**src/rtl/para_deser_stream_if.sv**
```systemverilog
// Stream bundle for para_deser_stream: beat input, word output and flush request.
// master = producer/consumer side, slave = deserializer side.
interface para_deser_stream_if #(
   parameter int unsigned DATA_WIDTH = 8,
   parameter int unsigned SHIFT_NUM  = 16
);
   logic [DATA_WIDTH-1:0]           i_data;
   logic                            i_valid;
   logic                            o_ready_in;
   logic                            i_flush;
   logic [DATA_WIDTH*SHIFT_NUM-1:0] o_data;
   logic                            o_valid;
   logic                            i_ready;
   logic [$clog2(SHIFT_NUM+1)-1:0]  o_count;

   modport master (
      output i_data, i_valid, i_flush, i_ready,
      input  o_ready_in, o_data, o_valid, o_count
   );

   modport slave (
      input  i_data, i_valid, i_flush, i_ready,
      output o_ready_in, o_data, o_valid, o_count
   );
endinterface

```
**src/rtl/para_deser_stream.sv**
```systemverilog
// Handshaked deserializer: SHIFT_NUM beats of DATA_WIDTH bits -> one wide word.
// Define PARA_DESER_FLUSH_EN to let i_flush emit a zero-filled partial word.
module para_deser_stream #(
   parameter int unsigned DATA_WIDTH = 8,
   parameter int unsigned SHIFT_NUM  = 16,
   parameter bit          LSB_FIRST  = 1'b1
) (
   input logic                 i_clk,
   input logic                 i_rst,
   para_deser_stream_if.slave  bus
);
   localparam int unsigned CW = $clog2(SHIFT_NUM);
   localparam int unsigned OW = $clog2(SHIFT_NUM + 1);
   localparam int unsigned WW = DATA_WIDTH * SHIFT_NUM;
   localparam logic [CW-1:0] LAST = CW'(SHIFT_NUM - 1);

   logic [WW-1:0] asm_q;
   logic [WW-1:0] merged;
   logic [CW-1:0] cnt;
   logic [CW-1:0] lane;
   logic [OW-1:0] load_count;
   logic          slot_free;
   logic          is_last;
   logic          accept;
   logic          flush_go;
   logic          load;

   assign slot_free      = !bus.o_valid || bus.i_ready;
   assign is_last        = (cnt == LAST);
   assign bus.o_ready_in = !is_last || slot_free;
   assign accept         = bus.i_valid && bus.o_ready_in;

   always_comb begin
      lane   = LSB_FIRST ? cnt : LAST - cnt;
      merged = asm_q;
      if (accept) begin
         merged[lane*DATA_WIDTH +: DATA_WIDTH] = bus.i_data;
      end
   end

`ifdef PARA_DESER_FLUSH_EN
   assign flush_go = bus.i_flush && slot_free && ((cnt != '0) || accept);
`else
   assign flush_go = 1'b0;
`endif

   // A flush landing on the final beat still loads a full word; count includes the current beat.
   assign load       = (accept && is_last) || flush_go;
   assign load_count = OW'(cnt) + OW'(accept);

   always_ff @(posedge i_clk) begin
      if (i_rst) begin
         asm_q       <= '0;
         cnt         <= '0;
         bus.o_data  <= '0;
         bus.o_count <= '0;
         bus.o_valid <= 1'b0;
      end else if (load) begin
         bus.o_data  <= merged;
         bus.o_count <= load_count;
         bus.o_valid <= 1'b1;
         asm_q       <= '0;
         cnt         <= '0;
      end else begin
         if (bus.o_valid && bus.i_ready) begin
            bus.o_valid <= 1'b0;
         end
         if (accept) begin
            asm_q <= merged;
            cnt   <= cnt + 1'b1;
         end
      end
   end
endmodule

```
**src/flat_wrapper.sv**
```systemverilog
// flat-port wrapper written by rule: the top's interface ports become plain ports
module para_deser_stream_flat 
#(
   parameter int unsigned DATA_WIDTH = 8,
   parameter int unsigned SHIFT_NUM  = 16,
   parameter bit          LSB_FIRST  = 1'b1
)
  (i_clk, i_rst, bus_i_data, bus_i_valid, bus_i_flush, bus_i_ready, bus_o_ready_in, bus_o_data, bus_o_valid, bus_o_count);
  para_deser_stream_if #(.DATA_WIDTH(DATA_WIDTH), .SHIFT_NUM(SHIFT_NUM)) bus_i ();
  input logic i_clk;
  input logic i_rst;
  input wire logic [$bits(bus_i.i_data)-1:0] bus_i_data;
  input wire logic [$bits(bus_i.i_valid)-1:0] bus_i_valid;
  input wire logic [$bits(bus_i.i_flush)-1:0] bus_i_flush;
  input wire logic [$bits(bus_i.i_ready)-1:0] bus_i_ready;
  output wire logic [$bits(bus_i.o_ready_in)-1:0] bus_o_ready_in;
  output wire logic [$bits(bus_i.o_data)-1:0] bus_o_data;
  output wire logic [$bits(bus_i.o_valid)-1:0] bus_o_valid;
  output wire logic [$bits(bus_i.o_count)-1:0] bus_o_count;
  assign bus_i.i_data = bus_i_data;
  assign bus_i.i_valid = bus_i_valid;
  assign bus_i.i_flush = bus_i_flush;
  assign bus_i.i_ready = bus_i_ready;
  assign bus_o_ready_in = bus_i.o_ready_in;
  assign bus_o_data = bus_i.o_data;
  assign bus_o_valid = bus_i.o_valid;
  assign bus_o_count = bus_i.o_count;
  para_deser_stream #(.DATA_WIDTH(DATA_WIDTH), .SHIFT_NUM(SHIFT_NUM), .LSB_FIRST(LSB_FIRST)) u_core (.i_clk(i_clk), .i_rst(i_rst), .bus(bus_i));
endmodule
```
**config.mk**
```make
export PLATFORM = sky130hd
export DESIGN_NAME = para_deser_stream_flat
export DESIGN_NICKNAME = d
export VERILOG_FILES = /design/src/rtl/para_deser_stream_if.sv /design/src/rtl/para_deser_stream.sv /design/src/flat_wrapper.sv
export SDC_FILE = /design/constraint.sdc
export NUM_CORES = 1
export LEC_CHECK = 0
export CORE_UTILIZATION = 44
export CTS_CLUSTER_SIZE = 12
export DETAILED_ROUTE_END_ITERATION = 10
export PLACE_DENSITY = 0.68
export SLEW_MARGIN = 20
export SYNTH_ARGS = -nofsm -noshare
export SYNTH_HDL_FRONTEND = slang
export SYNTH_SLANG_ARGS = --single-unit
```
**constraint.sdc**
```tcl
create_clock -name i_clk -period 2.58 [get_ports i_clk]
set_input_delay 0.774 -clock i_clk [delete_from_list [all_inputs] [get_ports i_clk]]
set_output_delay 0.774 -clock i_clk [all_outputs]
set_load 0.02 [all_outputs]
```
# After elaboration in Yosys (flattened, before gate mapping)
# Cells that the tools add are included.
[totals]
register_bits = 266
inputBits = 13
out_inout_bits = 135
word_cells = 24
[op_classes]
add_sub_neg = 3
eq_ne = 1
n_shift = 2
mux = 4
reduce_logical = 9
[ops]
columns = ["op", "n"]
rows = [
  ["$bwmux 128", 1],
  ["$mux 128", 1],
  ["$shift 8x34->128 const A", 1],
  ["$shiftx 8x34->128", 1],
  ["$neg 7->34", 1],
  ["$add 4x1->5", 1],
  ["$add 4x1->4 const B", 1],
  ["$eq 4x4->1 const B", 1],
  ["$logic_and 1x1->1", 3],
  ["$logic_not 1->1", 2],
  ["$logic_or 1x1->1", 2],
  ["$mux 1", 2],
  ["$reduce_bool 2->1", 1],
  ["$reduce_or 2->1", 1],
]

# Logic depth before layout (Yosys ltp)
[logic_depth]
depth_word = 6
depth_mapped = 12
mapped_depth_nobuf = 8

# Worst setup path before layout
# Ideal clock, no wire load.
[synth_timing]
path_type = "register to register"
start = "register u_core.cnt[0]"
end = "register u_core.bus.o_data[112]"
setup_ps = 130
arrival_ps = 2542
required_ps = 2450
slack_ps = -92
path_stages_with_launch = 12
n_path_buf = 5
synth_period_minus_slack_ps = 2672
path_cell_list = "dfxtp_1 clkbuf_1 clkbuf_1 inv_1 ha_1 clkbuf_1 nor3b_1 buf_2 o21ai_1 clkbuf_1 o211ai_1 o211ai_1"
[synth_via]
elab_chain_cells = 5
elab_cells_between_ends = 10
cone_classes = "add/sub: 1; eq/ne: 1; shift: 2; mux: 2; reduce/logical: 4"
[synth_rtl]
columns = ["element", "line", "text"]
rows = [
  ["start, declared", "para_deser_stream.sv:19", "logic [CW-1:0] cnt;"],
  ["start signal, assigned", "para_deser_stream.sv:70", "cnt <= cnt + 1'b1;"],
  ["parallel branches: the longest is 5 deep, another holds $neg 7->34", "-", ""],
  ["end signal, assigned", "para_deser_stream.sv:59", "bus.o_data <= merged;"],
  ["end, declared", "para_deser_stream_if.sv:23", "output o_ready_in, o_data, o_valid, o_count"],
]
# Parallel ways; which one is timed is not known.
# A chain may end at the register's enable or synchronous reset.

# Final worst setup path
[layout_timing]
start = "input bus_i_ready"
end = "output bus_o_ready_in"
[layout_via]
elab_chain_cells = 2
[layout_rtl]
columns = ["element", "line", "text"]
rows = [
  ["start, declared", "flat_wrapper.sv:15", "input wire logic [$bits(bus_i.i_ready)-1:0] bus_i_ready;"],
  ["$logic_or 1x1->1", "para_deser_stream.sv:28", "assign slot_free = !bus.o_valid || bus.i_ready;"],
  ["$logic_or 1x1->1", "para_deser_stream.sv:30", "assign bus.o_ready_in = !is_last || slot_free;"],
  ["end, declared", "flat_wrapper.sv:16", "output wire logic [$bits(bus_i.o_ready_in)-1:0] bus_o_ready_in;"],
]
# Every way passes these cells.

==> implementation parameters <==
Parameter                              Value

Run status
  Run status    finished, final reports clean

STA
  Layout Skew    0.0100 ns
  Setup slack of the critical path after layout    0.147 ns
  Final hold violation count    0
  Worst-case hold slack    0.454 ns
  Fin crit period    2.43 ns
  Setup violation total in the final timing report    0
  Max-Slew Margin vs Limit    31.1%
  Post-route fraction of the period consumed by the critical path    94.3%
  Accumulated negative setup slack    0 ns
  Count of pins over their slew limit    0
  Setup repair after global routing missed its margin    true
  Slew of the pin with the lowest slew margin    1.03 ns
  Maximum achievable frequency    411 MHz

Drt
  First-pass DRT Iterations    5
  Detail Route Antenna Nets    0
  Total Wirelength    36100 um
  Post-detailed-route wirelength per cell    19.1 um
  Number of design rule violations left after detail routing    0
  Via-to-Cell Ratio    6.16
  Vias    11700
  Violation count after the first detailed-route iteration    955

Power
  Power density over cell area    577 nW/um^2
  Worst IR drop on VDD    0.000417 V
  Switching Power    2.16 mW
  Comb power frac    8.9%
  Reg power frac    47.7%
  Fraction of power consumed by the clock network    43.4%
  Net switching fraction of the power    25.0%
  Internal cell power    6.50 mW
  P_leak    4.73 nW

Global route
  Remaining Overflow, GRT    0
  Largest net degree at the start of global routing    89
  Initial antenna violation count    0
  Combined global-route utilization of all metal layers    26.2%
  Number of global-route vias before repair    10800
  Wire length of the first global-routing pass    57100 um

Clock network
  Number of setup buffers added after CTS    0
  Clock tree buffer depth    3
  Buffer cell driving the clock tree root    sky130_fd_sc_hd__clkbuf_16
  Clock latency on the worst-skew pair    0.54 ns
  CTS sink count    266
  Num CTS Buffers    28
  CTS tree    built
  Clk pin slew, worst setup/hold paths    0.06 ns
  Clock H-tree levels    1

Placement
  Total half-perimeter wirelength after legalization and detailed placement    24200 um
  Final GP Congestion    0.885
  Count of port buffers added during placement    146
  Post-placement setup slack    -0.256 ns
  Placed Area    14200 sq um

Critical path
  Maximum fanout count along the critical path    2
  Crit path DAT    1.66 ns
  Startpoint type of the worst setup path    primary input
  Endpoint of the most critical register-to-register path    u_core.bus.o_data[17]
  Critical register-to-register path startpoint    u_core.cnt[2]
  Setup Crit Path Kind    primary input to output port
  Cell count of the worst reg-to-reg path    7
  R2r setup slk    0.15 ns
  Required arrival time at the worst endpoint    1.81 ns
  Type of element capturing the critical path    output port

Synth
  Share of the yosys chip area belonging to registers    45.6%
  Count of warnings emitted by yosys    0
  Async set or reset register ratio after synthesis    0%
  Post-Syn Nets    1422
  Most used DFF post-synth    sky130_fd_sc_hd__dfxtp_1
  Cell Area, Synth    11700 sq um
  Cell count after synthesis    1404
  Number of register bits inferred by synthesis    266
  Post-synth EDFFs    0
  Number of different library cells in the post-synthesis netlist    51
  Mean area per synthesized cell    8.32 sq um

Finish
  Post-route cell area    15000 sq um
  Post-layout nets    1560
  Diodes inserted    0
  Final Util    57.6%
  Layout cells sized above 1    12.4%
  Fillers    2338
  Area grow syn2layout    28.5%

Die
  Row count    59
  Effective utilization at floorplan    44.9%
  Die boundary height    165 um
  Width of the chip    165 um
  Floorplan core area    26100 sq um
  Number of top-level pins    148
  Overall die area    27200 sq um

Job
  MaxCap Viol Count    0

Worst hold path
  Min-Delay Endpoint    u_core.bus.o_data[6]
  Hold/Removal Path Class    flop to flop
  Startpoint of the most critical hold path    u_core.asm_q[6]
  Hold depth    2
stage by stage:
step           power (mW)  std cells
2_1_floorplan        4.66       1404
3_3_place_gp         4.96       1847
3_5_place_dp         4.97       1847
4_1_cts              8.69       1895
5_1_grt              8.91       1895
6_report             8.66       1895
logic make-up after synthesis:
kind of cell | Yosys count | share of synthesized area [%]
AO/OA/AOI/OAI | 522 | 28.9
AND/OR/NAND/NOR | 433 | 18.7
flip-flops | 266 | 45.6
buffers and inverters | 176 | 6.21
adder cells (fa/ha/maj) | 5 | 0.535
XOR/XNOR | 2 | 0.150
cells in the mapped netlist (6+ instances only):
master                       n  area share, %
sky130_fd_sc_hd__nor3b_1     6           0.39
sky130_fd_sc_hd__or4_1       6           0.39
sky130_fd_sc_hd__nand4_1    77            4.1
sky130_fd_sc_hd__buf_2      40            1.7
sky130_fd_sc_hd__o211a_1     6           0.51
sky130_fd_sc_hd__o21ai_0    87            3.7
sky130_fd_sc_hd__nor2_1      6           0.19
sky130_fd_sc_hd__o31ai_1    32            2.1
sky130_fd_sc_hd__clkbuf_1  124            4.0
sky130_fd_sc_hd__nor3_1     11           0.47
sky130_fd_sc_hd__or3_1       7           0.37
sky130_fd_sc_hd__o311ai_0   34            2.5
sky130_fd_sc_hd__o21ai_1    14           0.60
sky130_fd_sc_hd__a21oi_1   144            6.2
sky130_fd_sc_hd__o211ai_1  192             12
sky130_fd_sc_hd__dfxtp_1   266             46
sky130_fd_sc_hd__nand2_1   197            6.3
sky130_fd_sc_hd__and3_1     10           0.54
sky130_fd_sc_hd__nand3_1    82            3.5
registers in the layout (all words and copies together) (netlist names):
register	flops
u_core.bus.o_valid	1
u_core.bus.o_data	128
u_core.asm_q	128
u_core.cnt	4
u_core.bus.o_count	5
cell type report:
class / instances / area, sq um / share of cell area, %
clock buffers: 43 / 808 / 5.38
clock inverters: 5 / 27.5 / 0.183
inverters: 5 / 18.8 / 0.125
multi-input cells: 962 / 5710 / 38.0
flip-flops and latches: 266 / 5330 / 35.5
well taps: 335 / 419 / 2.79
repair buffers: 279 / 2710 / 18.0
timing repair:
item | 4_1_cts | 5_1_grt
resized for setup | 5 | 4
hold buffers | 0 | 0
cloned | 0 | 0
endpoints found under the setup margin | 1 | 24
layout by cell type (no fill, tap or decap), drive strengths merged, types with 2 or more instances in the layout:
| master | n |
|---|---|
| or3b | 2 |
| nand4 | 77 |
| nand2b | 4 |
| dfxtp | 266 |
| o211a | 6 |
| clkbuf | 44 |
| or4 | 6 |
| nand3 | 82 |
| nor4b | 6 |
| or4b | 2 |
| buf | 133 |
| and3 | 10 |
| and4b | 2 |
| o311ai | 38 |
| nor4bb | 3 |
| or3 | 7 |
| o21ai | 102 |
| nor3b | 6 |
| a21oi | 145 |
| clkdlybuf4s50 | 145 |
| nor2 | 6 |
| nand2 | 197 |
| ha | 5 |
| clkinv | 4 |
| nor3 | 11 |
| nand4b | 3 |
| o211ai | 192 |
| inv | 5 |
| o31ai | 32 |
| nor2b | 4 |
worst max path at each step:
stage / start / to / cells after the start
floorplan: u_core.cnt[0] / u_core.bus.o_data[17] / 9
global placement: bus_i_ready / bus_o_ready_in / 4
detailed placement: bus_i_ready / u_core.asm_q[115] / 6
CTS: bus_i_ready / bus_o_ready_in / 4
global route: u_core.cnt[2] / u_core.asm_q[119] / 6
finish: bus_i_ready / bus_o_ready_in / 4
worst max-delay path: stages:
cell,delay [ns]
sky130_fd_sc_hd__clkdlybuf4s50_1,0.47
sky130_fd_sc_hd__nor2b_2,0.17
sky130_fd_sc_hd__nand2_1,0.08
sky130_fd_sc_hd__clkbuf_2,0.16
power groups by stage:
stage / Sequential, mW / Clock, mW / Combinational [mW]
after floorplan: 4.21 / 0 / 0.448
after global placement: 4.22 / 0 / 0.742
after detailed placement: 4.22 / 0 / 0.751
after CTS: 4.13 / 3.81 / 0.754
after global routing: 4.13 / 3.96 / 0.821
final: 4.13 / 3.76 / 0.775
per-layer routing:
metal | share of wire (%) | global-route usage (%) | vias to the layer above
li1 | - | - | 5549
met1 | 45 | 37.3 | 5636
met2 | 45 | 40.6 | 421
met3 | 7.3 | 3.87 | 59
met4 | 2.4 | 7.88 | 0
met5 | 0 | 0 | -
Note: power is estimated with default switching activity, not from simulation.
